==> src/rtl/morra_move_collector.sv <==
// Morra move collector: latches one private move per player, issues the pair for one cycle,
// then holds off. Optional MORRA_FORFEIT_EN issues a forfeit round on commit timeout.
module morra_move_collector #(
   parameter int unsigned TIMEOUT_CYCLES = 1000,
   parameter int unsigned HOLDOFF_CYCLES = 4,
   parameter int unsigned CNT_W          = 16
) (
   input  logic       clk,
   input  logic       RST,
   input  logic       START_REQ,
   input  logic [1:0] P1_IN,
   input  logic       P1_VLD,
   input  logic [1:0] P2_IN,
   input  logic       P2_VLD,
   output logic [1:0] P1,
   output logic [1:0] P2,
   output logic       START,
   output logic       P1_LOCKED,
   output logic       P2_LOCKED,
   output logic       TIMEOUT,
   output logic       BUSY
);

   typedef enum logic [1:0] {S_IDLE, S_COLLECT, S_ISSUE, S_HOLDOFF} state_t;

   localparam int unsigned TO_L = (TIMEOUT_CYCLES == 0) ? 0 : TIMEOUT_CYCLES - 1;
   localparam int unsigned HO_L = (HOLDOFF_CYCLES == 0) ? 0 : HOLDOFF_CYCLES - 1;
   localparam logic [CNT_W-1:0] TO_LAST = CNT_W'(TO_L);
   localparam logic [CNT_W-1:0] HO_LAST = CNT_W'(HO_L);
   localparam logic [CNT_W-1:0] CNT_ONE = {{(CNT_W-1){1'b0}}, 1'b1};
   localparam bit TO_EN = (TIMEOUT_CYCLES != 0);

   state_t           state, state_nxt;
   logic [1:0]       m1_q, m2_q;
   logic             l1_q, l2_q;
   logic [CNT_W-1:0] cnt_q;
   logic [1:0]       p1_q, p2_q, p1_nxt, p2_nxt;
   logic             start_q, to_q, to_nxt;
   logic             take1, take2, one_locked, both_locked, expire, issue_go, cnt_max;
   logic [1:0]       issue_m1, issue_m2;

`ifdef MORRA_FORFEIT_EN
   // The absent player is credited with the move that loses to the committed one.
   function automatic logic [1:0] loser_of(input logic [1:0] m);
      case (m)
         2'b01:   loser_of = 2'b11;
         2'b10:   loser_of = 2'b01;
         2'b11:   loser_of = 2'b10;
         default: loser_of = 2'b00;
      endcase
   endfunction
`endif

   assign take1       = (state == S_COLLECT) && P1_VLD && (P1_IN != 2'b00) && !l1_q;
   assign take2       = (state == S_COLLECT) && P2_VLD && (P2_IN != 2'b00) && !l2_q;
   assign one_locked  = l1_q ^ l2_q;
   assign both_locked = l1_q & l2_q;
   assign cnt_max     = &cnt_q;
   // A second commit landing on the expiry edge wins over the timeout.
   assign expire      = TO_EN && (state == S_COLLECT) && one_locked && (cnt_q >= TO_LAST)
                        && !(take1 || take2);

   // state register
   always_ff @(posedge clk) begin
      if (RST) state <= S_IDLE;
      else     state <= state_nxt;
   end

   // next-state logic
   always_comb begin
      state_nxt = state;
      case (state)
         S_IDLE:    state_nxt = S_IDLE;
         S_COLLECT: begin
            if (both_locked) state_nxt = S_ISSUE;
`ifdef MORRA_FORFEIT_EN
            else if (expire) state_nxt = S_ISSUE;
`endif
         end
         S_ISSUE:   state_nxt = (HOLDOFF_CYCLES == 0) ? S_COLLECT : S_HOLDOFF;
         S_HOLDOFF: if (cnt_q >= HO_LAST) state_nxt = S_COLLECT;
         default:   state_nxt = S_IDLE;
      endcase
      if (START_REQ) state_nxt = S_COLLECT;
   end

   // output logic (next values for the registered outputs, plus BUSY)
   always_comb begin
      issue_go = (state == S_COLLECT) && (state_nxt == S_ISSUE);
`ifdef MORRA_FORFEIT_EN
      issue_m1 = l1_q ? m1_q : loser_of(m2_q);
      issue_m2 = l2_q ? m2_q : loser_of(m1_q);
`else
      issue_m1 = m1_q;
      issue_m2 = m2_q;
`endif
      p1_nxt = issue_go ? issue_m1 : 2'b00;
      p2_nxt = issue_go ? issue_m2 : 2'b00;
      to_nxt = expire && !START_REQ;
      BUSY   = (state == S_ISSUE) || (state == S_HOLDOFF);
   end

   always_ff @(posedge clk) begin
      if (RST) begin
         p1_q <= 2'b00; p2_q <= 2'b00; start_q <= 1'b0; to_q <= 1'b0;
         m1_q <= 2'b00; m2_q <= 2'b00; l1_q <= 1'b0; l2_q <= 1'b0;
         cnt_q <= '0;
      end else begin
         p1_q    <= p1_nxt;
         p2_q    <= p2_nxt;
         start_q <= START_REQ;
         to_q    <= to_nxt;

         // Moves are copied to P1/P2 on the issue edge, so the latches can drop then.
         if (START_REQ || issue_go || expire) begin
            m1_q <= 2'b00; m2_q <= 2'b00; l1_q <= 1'b0; l2_q <= 1'b0;
         end else begin
            if (take1) begin m1_q <= P1_IN; l1_q <= 1'b1; end
            if (take2) begin m2_q <= P2_IN; l2_q <= 1'b1; end
         end

         if (START_REQ || issue_go || expire) cnt_q <= '0;
         else if (state == S_COLLECT) begin
            if (!one_locked)  cnt_q <= '0;
            else if (!cnt_max) cnt_q <= cnt_q + CNT_ONE;
         end else if (state == S_HOLDOFF) begin
            if (state_nxt == S_COLLECT) cnt_q <= '0;
            else if (!cnt_max)          cnt_q <= cnt_q + CNT_ONE;
         end else cnt_q <= '0;
      end
   end

   assign P1        = p1_q;
   assign P2        = p2_q;
   assign START     = start_q;
   assign TIMEOUT   = to_q;
   assign P1_LOCKED = l1_q;
   assign P2_LOCKED = l2_q;

endmodule

==> config.mk <==
export PLATFORM = sky130hd
export DESIGN_NAME = morra_move_collector
export DESIGN_NICKNAME = d
export VERILOG_FILES = /design/src/rtl/morra_move_collector.sv
export SDC_FILE = /design/constraint.sdc
export NUM_CORES = 1
export LEC_CHECK = 0
export CAP_MARGIN = 20
export CORE_MARGIN = 2
export CORE_UTILIZATION = 40
export CTS_CLUSTER_DIAMETER = 80
export DETAILED_ROUTE_END_ITERATION = 7
export PLACE_DENSITY = 0.56
export SLEW_MARGIN = 10
export SYNTH_ARGS = -nofsm -noshare
export SYNTH_HDL_FRONTEND = slang
export SYNTH_SLANG_ARGS = --single-unit
export TNS_END_PERCENT = 5
==> constraint.sdc <==
create_clock -name clk -period 2.1 [get_ports clk]
set_clock_uncertainty 0.1 [all_clocks]
set_input_delay 0.21 -clock clk [delete_from_list [all_inputs] [get_ports clk]]
set_output_delay 0.21 -clock clk [all_outputs]
set_load 0.02 [all_outputs]
Word level (Yosys, flattened, before mapping)
Cells that the tools add are included.
{"block": "totals", "wordCells": 55, "input_bits": 9, "out_inout_bits": 9, "reg_bits": 30}
{"block": "classes", "n_lt_le_gt_ge": 2, "n_mux": 9, "n_reduce_logical": 25, "n_addsub": 1, "bitwise_logic": 3, "n_eq_ne": 5}
{"operator": "$mux W16", "count": 5}
{"operator": "$add A16 B1 Y16 const B", "count": 1}
{"operator": "$ge A16 B10 Y1 const B", "count": 1}
{"operator": "$ge A16 B2 Y1 const B", "count": 1}
{"operator": "$reduce_and A16 Y1", "count": 1}
{"operator": "$logic_and A1 B1 Y1", "count": 11}
{"operator": "$pmux W2 S4", "count": 1}
{"operator": "$eq A2 B2 Y1 const B", "count": 3}
{"operator": "$mux W2", "count": 3}
{"operator": "$eq A2 B1 Y1 const B", "count": 2}
{"operator": "$logic_not A1 Y1", "count": 4}
{"operator": "$logic_or A1 B1 Y1", "count": 4}
{"operator": "$reduce_bool A2 Y1", "count": 2}
{"operator": "$reduce_or A2 Y1", "count": 2}
{"operator": "$logic_not A2 Y1", "count": 1}
{"operator": "$and A1 B1 Y1", "count": 1}
{"operator": "$not A1 Y1", "count": 1}
{"operator": "$xor A1 B1 Y1", "count": 1}

Depth between registers and ports, before layout
{"block": "depth", "ltp_word": 9, "ltp_mapped": 7, "depth_no_buf": 5}

Least setup slack after synthesis
OpenSTA, ideal clock, no wires.
{"block": "synth_path", "path_kind": "reg2reg", "start": "reg cnt_q[0]", "end": "reg cnt_q[0]", "path_slack_ns": 0.289, "n_path_buf": 1, "setup_ns": 0.132, "required_ns": 1.868, "period_less_slack_ns": 1.811, "arrival_time_ns": 1.579, "path_stages_with_launch": 7, "cell_sequence": "dfxtp_1 -> ha_1 -> nand2_1 -> a211oi_1 -> a2bb2oi_1 -> clkbuf_1 -> nor3_1"}
{"block": "synth_via", "elab_chain_len": 9, "word_cells_on_any_way": 20, "classes_between": "add/sub: 1; order compare: 2; eq/ne: 2; mux: 8; reduce/logical: 7"}
{"element": "start: declaration", "line": "36", "source": "logic [CNT_W-1:0] cnt_q;"}
{"element": "start signal: assignment", "line": "125", "source": "else if (!cnt_max) cnt_q <= cnt_q + CNT_ONE;"}
{"element": "start signal: assignment", "line": "128", "source": "else if (!cnt_max) cnt_q <= cnt_q + CNT_ONE;"}
{"element": "$ge A16 B2 Y1", "line": "81", "source": "S_HOLDOFF: if (cnt_q >= HO_LAST) state_nxt = S_COLLECT;"}
{"element": "$mux W2", "line": "81"}
{"element": "$pmux W2 S4", "line": "72", "source": "case (state)"}
{"element": "$mux W2", "line": "84", "source": "if (START_REQ) state_nxt = S_COLLECT;"}
{"element": "$eq A2 B2 Y1", "line": "89", "source": "issue_go = (state == S_COLLECT) && (state_nxt == S_ISSUE);"}
{"element": "$logic_and A1 B1 Y1", "line": "89"}
{"element": "$logic_or A1 B1 Y1 (2 in a row)", "line": "122", "source": "if (START_REQ || issue_go || expire) cnt_q <= '0;"}
{"element": "$reduce_or A2 Y1 (no source line)"}
Parallel ways exist; a longest one is shown, timed or not.
A chain may end at the register's enable or synchronous reset.

Worst setup path after layout
{"block": "layout_path", "start": "reg cnt_q[0]", "end": "reg cnt_q[11]"}
The elaborated chain is that of the path after synthesis.

==> key figures <==
Global route
  • Largest net degree at the start of global routing: 17
  • Overflow after GRT: 0
  • Global-route wire length before repair: 5.69 mm
  • Gr usage total: 17.5%
  • Number of global-route vias before repair: 1252
  • Initial antenna violation count: 0

Synthesis
  • Syn. warnings: 0
  • Post-synth EDFFs: 0
  • Simple-Gate Fraction of Synth Area: 35.5%
  • Synth Area in Compound Gates: between 10% and 20%
  • FFs w/ async S/R, synth: 0%
  • Synth top area cells: dfxtp_1 (40%), nor4_1 (4.6%), nor2_1 (3.8%)
  • Netlist cell types: between 40 and 50
  • Post-Synth Adder-Cell Area: about 1.7%
  • Largest family of logic cells by synthesized area: simple AND/OR/NAND/NOR gates
  • Commonest register cell after synthesis: dfxtp_1
  • Yosys top cell by area: dfxtp_1
  • Synthesized area: 1500 um^2
  • Most frequent cell after synthesis: dfxtp_1
  • Mapped Cells: 170
  • Share of the synthesized area in the top cell type: 40.2%
  • Mapped Avg Cell Area: 8.80 um^2
  • Synth cell count leaders: dfxtp_1 (30), nor2_1 (15), nand2_1 (14)
  • Flops & latches, synth: 30
  • Sequential fraction of the synthesis area: 40.2%
  • Post-Syn Nets: 181
  • Post-synthesis mux area share: less than 1%
  • Xor-xnor portion of the synthesized cell area: around 1.2%

Floorplan
  • Starting density of the core: 41.2%
  • Die area: 4240 um^2
  • Rows: 22
  • Die Height: 65.1 um
  • CORE AREA: roughly 3600 um^2
  • Die X: 65.1 um
  • Top Ports: 18

Final layout
  • Nets: 201
  • Reg area: 601 um^2
  • Final Non-Filler Cells: 239
  • Util after Layout: approximately 50%
  • Area Growth Syn to Fin: 21.5%
  • FILL cells: 358
  • Multi-input gate area: around 840 um^2
  • Ratio of cells with drive above 1 in the final layout: 14.7%
  • Ant. Diodes: 0

Power and ir drop
  • NetSw: 256 uW
  • P_int: about 900 uW
  • Clk network pwr share: 41.4%
  • Tot Pwr: 1.14 mW
  • Cell area power density: 626 nW/um^2
  • Worst VDD drop: 0.343 mV
  • Switching part of the total: a little under a quarter
  • Leak Pwr: 0.605 nW
  • Seq pwr share: 51.5%
  • Gate power share: 7.1%

Setup path
  • WP data arrival: 2.11 ns
  • Critical path endpoint: cnt_q[11]$_SDFF_PP0_
  • Critical path class: reg2reg
  • Setup crit start: cnt_q[0]$_SDFF_PP0_
  • Worst setup SP type: flip-flop
  • WP data required: 2.20 ns
  • Reg-to-reg endpoint: cnt_q[11]$_SDFF_PP0_
  • R2R depth: 6
  • Crit-path max FO: 10
  • Setup crit end kind: flip-flop
  • R2R Setup Slk: about 0.09 ns
  • RR Startpoint: cnt_q[0]$_SDFF_PP0_

Drt
  • Detailed Route Iter0 Violations: 93
  • Via count: 1365
  • DR pass1 iterations: 4
  • Post-DR vias/cell: 5.71
  • Residual DRC: 0
  • WL/cell: ~15 um
  • Total wire length: 3.48 mm
  • ANT nets after route: 0

CTS
  • Depth of the CTS H-tree: 2
  • Clk sinks: 30
  • TritonCTS buffer count: 5
  • Post-CTS Repair Setup Buffers: 0
  • Clock Path Buffers: 2
  • Root buffer cell: clkbuf_8
  • CTS clk-pin slew, worst paths: approximately 0.070 ns
  • Clock Latency Late Sink: 0.28 ns
  • CTS tree: built

STA
  • Unrepaired setup endpoints after global routing: true
  • Pins Over Slew Limit: 0
  • Final setup fails: 0
  • Final hold viol count: 0
  • Tcrit/Tclk final: a little over nine tenths
  • Worst slew pin tran: 0.523 ns
  • Fin crit period: 2.01 ns
  • Fmax: 0.498 GHz
  • Max-slew headroom: between 60% and 70%
  • Setup tns final: 0 ns

Placed design
  • Routability cong.: 0.904
  • Port Buffers: 17
  • DP HPWL: 2.47 mm
  • Placed instance count: between 200 and 250

Run status
  • Outcome: completed

Worst hold path
  • Tightest Hold Check Type: reg2reg

Run
  • Max Cap Viol: 0
[per-layer routing]
layer | GRT usage, % | vias up | share of wire [%]
met5 | 0 | - | 0
met4 | 7.03 | 0 | 0.69
met3 | 4.11 | 4 | 4.7
met1 | 21.3 | 645 | 47
met2 | 29.8 | 35 | 48
li1 | - | 681 | -
[layout by cell type, fill, tap and decap left out, types with 5 or more instances in the layout]
cell and instances:
a21oi_1 8, and2_1 5, buf_4 5, clkbuf_8 6, clkdlybuf4s50_1 17, dfxtp_1 30, nand2_1 14, nand4_1 6
nor2_1 15, nor3_1 7, nor4_1 10, o21ai_0 6
[sequential cells by signal, summed over array words and instances, names as in the netlist]
signal / cells
P1: 2
P1_LOCKED: 1
P2: 2
P2_LOCKED: 1
START: 1
TIMEOUT: 1
cnt_q: 16
issue_m1: 2
issue_m2: 2
state: 2
[power groups by stage]
stage	sequential (mW)	clock [mW]	combinational, mW
6_report	0.585	0.471	0.0813
5_1_grt	0.587	0.511	0.0885
4_1_cts	0.585	0.489	0.0822
3_5_place_dp	0.598	0	0.0815
3_3_place_gp	0.598	0	0.0794
2_1_floorplan	0.600	0	0.0385
[through the flow]
stage	setup slack (ns)	hold slack, ns	cell area [um^2]
2_1_floorplan	0.289	0.179	1500
3_3_place_gp	0.186	0.335	1710
3_5_place_dp	-0.0358	0.341	1710
4_1_cts	0.0656	0.352	1800
5_1_grt	-0.0472	0.380	1820
6_report	0.0910	0.349	1820
[repair_timing]
action,CTS,global route
endpoints found under the setup margin,1,5
pin swaps,0,1
hold buffers,0,0
resized for setup,1,3
[worst max-delay path: stages (launching register included)]
cell and delay, ns:
dfxtp_1 0.34, ha_1 0.27, nand4_1 0.28, nor4_4 0.07, buf_4 0.18, or4_4 0.48
a211oi_2 0.21
[cell families after synthesis]
group                    Yosys count
XOR/XNOR                           2
AO/OA/AOI/OAI                     35
flip-flops                        30
AND/OR/NAND/NOR                   87
buffers and inverters             13
multiplexers                       1
adder cells (fa/ha/maj)            2
[final cells by class]
class,instances,share of cell area [%]
clock inverter,1,0.275
inverter,4,0.826
tap,48,3.31
sequential,30,33.1
timing repair buffer,22,11.4
multi-input combinational,127,46.3
clock buffer,7,4.75
[worst min-delay path by stage]
| stage | from | endpoint | slack, ns | cells after the start |
|---|---|---|---|---|
| after floorplan | RST | state[0]$_SDFF_PP0_ | 0.18 | 1 |
| after CTS | issue_m2[0]$_SDFFE_PP0P_ | issue_m2[0]$_SDFFE_PP0P_ | 0.35 | 2 |
| after global routing | issue_m2[0]$_SDFFE_PP0P_ | issue_m2[0]$_SDFFE_PP0P_ | 0.38 | 2 |
| after global placement | issue_m1[1]$_SDFFE_PP0P_ | P1[1]$_SDFF_PP0_ | 0.34 | 1 |
| final | issue_m2[0]$_SDFFE_PP0P_ | issue_m2[0]$_SDFFE_PP0P_ | 0.35 | 2 |
| after detailed placement | issue_m1[0]$_SDFFE_PP0P_ | P1[0]$_SDFF_PP0_ | 0.34 | 1 |
Note: power is estimated with default switching activity, not from simulation.
